## config.mk

```make
export PLATFORM = sky130hd
export DESIGN_NAME = serial_sub_unit
export DESIGN_NICKNAME = d
export VERILOG_FILES = /design/src/rtl/serial_sub_unit_pkg.sv /design/src/rtl/full_sub_bit.sv /design/src/rtl/serial_sub_unit.sv
export SDC_FILE = /design/constraint.sdc
export NUM_CORES = 1
export LEC_CHECK = 0
export BUFFER_PORTS_ARGS = -buffer_cell sky130_fd_sc_hd__buf_4
export CELL_PAD_IN_SITES_DETAIL_PLACEMENT = 1
export CELL_PAD_IN_SITES_GLOBAL_PLACEMENT = 1
export CORE_MARGIN = 2
export CORE_UTILIZATION = 43
export DETAILED_ROUTE_END_ITERATION = 10
export PLACE_DENSITY_LB_ADDON = 0.1
export SLEW_MARGIN = 5
export SYNTH_ARGS = -nofsm -noshare
export SYNTH_HDL_FRONTEND = slang
export SYNTH_SLANG_ARGS = --single-unit
```

## constraint.sdc

```tcl
create_clock -name clk -period 3.15 [get_ports clk]
set_input_delay 0.945 -clock clk [delete_from_list [all_inputs] [get_ports clk]]
set_output_delay 0.945 -clock clk [all_outputs]
set_load 0.005 [all_outputs]
```

## src/rtl/serial_sub_unit_pkg.sv

```systemverilog
// serial_sub_unit_pkg: shared FSM state encoding and default operand width
package serial_sub_unit_pkg;
  localparam int WIDTH_DEF = 8;
  typedef enum logic [1:0] {IDLE = 2'd0, SHIFT = 2'd1, DONE = 2'd2} state_t;
endpackage

```

## src/rtl/full_sub_bit.sv

```systemverilog
// full_sub_bit: combinational 1-bit full subtractor (D = A - B - BorrowIn)
module full_sub_bit (
  input  logic A,
  input  logic B,
  input  logic BorrowIn,
  output logic D,
  output logic BorrowOut
);
  assign D = A ^ B ^ BorrowIn;
  assign BorrowOut = (~A & B) | ((~A | B) & BorrowIn);
endmodule

```

## src/rtl/serial_sub_unit.sv

```systemverilog
// serial_sub_unit: bit-serial WIDTH-bit subtractor, one bit per clock LSB first, registered borrow
module serial_sub_unit
  import serial_sub_unit_pkg::*;
#(
  parameter int WIDTH = WIDTH_DEF
) (
  input  logic             clk,
  input  logic             rst_n,
  input  logic             start,
  input  logic [WIDTH-1:0] a,
  input  logic [WIDTH-1:0] b,
  input  logic             bin,
  output logic             busy,
  output logic             done,
  output logic [WIDTH-1:0] diff,
  output logic             bout
);
  localparam int CW = $clog2(WIDTH);
  state_t state_q, state_d;
  logic [WIDTH-1:0] a_q, a_d, b_q, b_d, diff_q, diff_d;
  logic [CW-1:0] cnt_q, cnt_d;
  logic brw_q, brw_d, bout_q, bout_d, d_bit, bo_bit, last;
  full_sub_bit u_cell (
    .A(a_q[0]),
    .B(b_q[0]),
    .BorrowIn(brw_q),
    .D(d_bit),
    .BorrowOut(bo_bit)
  );
  assign last = cnt_q == CW'(WIDTH - 1);
  always_comb begin
    state_d = state_q;
    a_d = a_q;
    b_d = b_q;
    diff_d = diff_q;
    cnt_d = cnt_q;
    brw_d = brw_q;
    bout_d = bout_q;
    if (state_q == IDLE && start) begin
      state_d = SHIFT;
      a_d = a;
      b_d = b;
      brw_d = bin;
      cnt_d = '0;
      diff_d = '0;
    end else if (state_q == SHIFT) begin
      a_d = a_q >> 1;
      b_d = b_q >> 1;
      diff_d = {d_bit, diff_q[WIDTH-1:1]};
      brw_d = bo_bit;
      cnt_d = cnt_q + CW'(1);
      state_d = last ? DONE : SHIFT;
      bout_d = last ? bo_bit : bout_q;
    end else if (state_q == DONE) begin
      state_d = IDLE;
    end
  end
  always_ff @(posedge clk) begin
    if (!rst_n) begin
      state_q <= IDLE;
      a_q <= '0;
      b_q <= '0;
      diff_q <= '0;
      cnt_q <= '0;
      brw_q <= 1'b0;
      bout_q <= 1'b0;
    end else begin
      state_q <= state_d;
      a_q <= a_d;
      b_q <= b_d;
      diff_q <= diff_d;
      cnt_q <= cnt_d;
      brw_q <= brw_d;
      bout_q <= bout_d;
    end
  end
  assign busy = state_q == SHIFT;
  assign done = state_q == DONE;
  assign diff = diff_q;
  assign bout = bout_q;
endmodule

```

==> out/results.ini <==
[clock_network]
cts.htree.levels = 2
post-cts-setup-buffers = 0
path_clk_slew_ns = 0.09
clock-sinks = 31
clk-insertion-delay-late_ns = 0.34
cts_tree = yes
ctsLongestPathBuffers = 2
numCtsBuffers = 5
ctsResizeCount = 0
cts-root-buf = clkbuf_4
cts_hold_buf = 0

[timing]
finalHoldViolCount = 0
final_max_slew_viol_count = 0
setup_tns_ns = 0
finalCritPeriodShare_pct = 74.10
max_slew_margin_pct = 54.72
setup_ws_ns = 0.8159
setup_viol = 0
rsz0062_at_grt = false
post-route-min-period_ns = 2.334
tightestPinTransition_ns = 0.6791
worst_clock_skew_ns = 0.01516
fmax_ghz = 0.4284

[critical_path]
timing.critical_path.mode_cell = buf_4
setup.worst_path.end_class = output pin
crit_path_top_delay_cell = dfxtp_1
worst_ep_arrival_time_ns = 1.39
max_stage_delay_ns = 0.33
cp.required_ns = 2.20
path_max_fanout = 21
r2r_start = state_q[0]
startpoint = state_q[1]
worstSetupStartpointType = register
crit_type = reg -> out
path_cells = inv_1, ha_1, buf_4, buf_4

[drt]
firstDrtPassIters = 3
drt-initial-drc-count = 19
vias_per_cell = 4.871
wl_per_cell_um = 12.25
drt_wl_total_um = 2572
drt.antenna.violating_nets = 0
via_count = 1023
drcViolationCount = 0

[floorplan]
start_util_pct = 44.92
coreArea_um2 = 3053
die_w_um = 60.47
die_h_um = 60.47
die_area_um2 = 3657
row_count = 20
io_pins = 31

[synth]
ys_seq_elements = 31
avgSynthCellArea_um2 = 10.01
ys_warn_count = 0
syn_inst = 137
yosysUniqueCellTypes = 25
syn_nets = 164
syn_area_um2 = 1371
synth.yosys.seq_area_share_pct = 45.26

[global_route]
grt_first_pass_wirelength_um = 4284
grt_pass1_vias = 985
antenna_found_initial = 0
grt_max_degree = 34
grtUsageTotal_pct = 16.27
grt.overflow.total = 0

[layout]
drive_above_1_share_pct = 25.30
final_cell_mix = dfxtp_1 (31), buf_4 (31), mux2i_1 (24)
fill_cells = 378
area.growth.synth_to_final_pct = 21.35
nNetsFinal = 192
antennaDiodeCount = 0

[placed_design]
pre_cts_ws_ns = 1.057
port_buffers = 30
place_congestion = 0.6701
dp_hpwl_um = 1895

[hold_path]
hold_path.class = reg -> reg
worstHoldStart = a_q[7]

[pwr]
power_density_nw_per_um2 = 533.7
ir_worst_vdd_mv = 0.4036
leakage_nw = 0.6879

[outcome]
outcome = finished, final reports clean

[run]
maxCapViolCount = 0

[kinds of logic after synthesis]
kind of cell    Yosys count  share of synthesized area [%]
compound gates           37                          14.87
xor+xnor                  1                         0.6388
fa+ha+maj                 7                          6.934
buf+inv                  13                          6.751
flops                    31                          45.26
mux                      24                          17.52
simple gates             24                          8.030
[synth_stat cells]
cell / instances / area [um2]
buf_6: 3 / 33.78
nand2_2: 2 / 12.51
o21a_1: 1 / 7.510
nand3_1: 2 / 10.01
nor2_1: 11 / 41.29
ha_1: 6 / 75.07
nand2_1: 5 / 18.77
buf_8: 1 / 15.01
xnor2_1: 1 / 8.760
o21ai_0: 9 / 45.04
a21boi_0: 1 / 7.510
inv_1: 3 / 11.26
nand3b_1: 2 / 15.01
o21ai_1: 7 / 35.03
fa_1: 1 / 20.02
mux2i_1: 24 / 240.2
a21boi_1: 2 / 15.01
a211oi_2: 1 / 12.51
dfxtp_1: 31 / 620.6
a21oi_1: 15 / 75.07
o22ai_1: 1 / 6.260
buf_2: 5 / 25.02
nor2b_1: 1 / 6.260
buf_4: 1 / 7.510
and2_1: 1 / 6.260
[metrics by stage]
step                      utilization, %  total power, mW  cells  hold WS, ns  area, um2
after floorplan                        -           0.5454    137       0.4599       1371
after global placement             51.68           0.5681    202       0.4621       1578
after detailed placement           51.68           0.5757    202       0.4944       1578
after CTS                          54.51           0.9015    210       0.5088       1664
after global routing               54.51           0.9339    210       0.5364       1664
final                              54.51           0.8881    210       0.5024       1664
[registers in the layout, summed over array words and instances, names as in the netlist]
signal / flops
a_q: 8
b_q: 8
bout: 1
brw_q: 1
cnt_q: 3
diff: 8
state_q: 2
[area by class of cell]
type / count / area [um2] / share of cell area (%)
clock buffers: 6 / 51.30 / 3.083
clock inverters: 2 / 35.03 / 2.105
repair buffers: 31 / 232.7 / 13.98
flip-flops and latches: 31 / 620.6 / 37.29
multi-input cells: 93 / 658.1 / 39.55
inverters: 3 / 11.26 / 0.6767
well taps: 44 / 55.05 / 3.308
[metal layers]
| layer | part of all wire (%) | global-route usage [%] | wire [um] | vias to the layer above |
|---|---|---|---|---|
| met2 | 51 | 29.19 | 1323 | 23 |
| met3 | 5.5 | 6.397 | 141 | 5 |
| li1 | - | - | - | 530 |
| met4 | 1.4 | 6.522 | 36 | 0 |
| met1 | 42 | 17.04 | 1070 | 465 |
| met5 | 0 | 0 | 0 | - |
[worst paths after layout]
path	endpoint	slack [ns]	cells past startpoint
worst max-delay path	busy	0.82	4
worst min-delay path	a_q[7]	0.50	2
worst max register to register	diff[7]	1.42	5
worst min register to register	a_q[7]	0.50	2
[critical path: cells and delay by family (launching register included)]
| kind | cells | cell delay, ns |
|---|---|---|
| fa+ha+maj | 1 | 0.16 |
| buf+inv | 3 | 0.57 |
| flops | 1 | 0.33 |
[report_power, final]
part	internal, mW	total, mW	switching, mW
Sequential	0.417	0.432	0.0150
Combinational	0.0647	0.131	0.0662
Clock	0.187	0.325	0.138
Total	0.669	0.888	0.219
No activity file was read; power rests on OpenSTA's default activity.
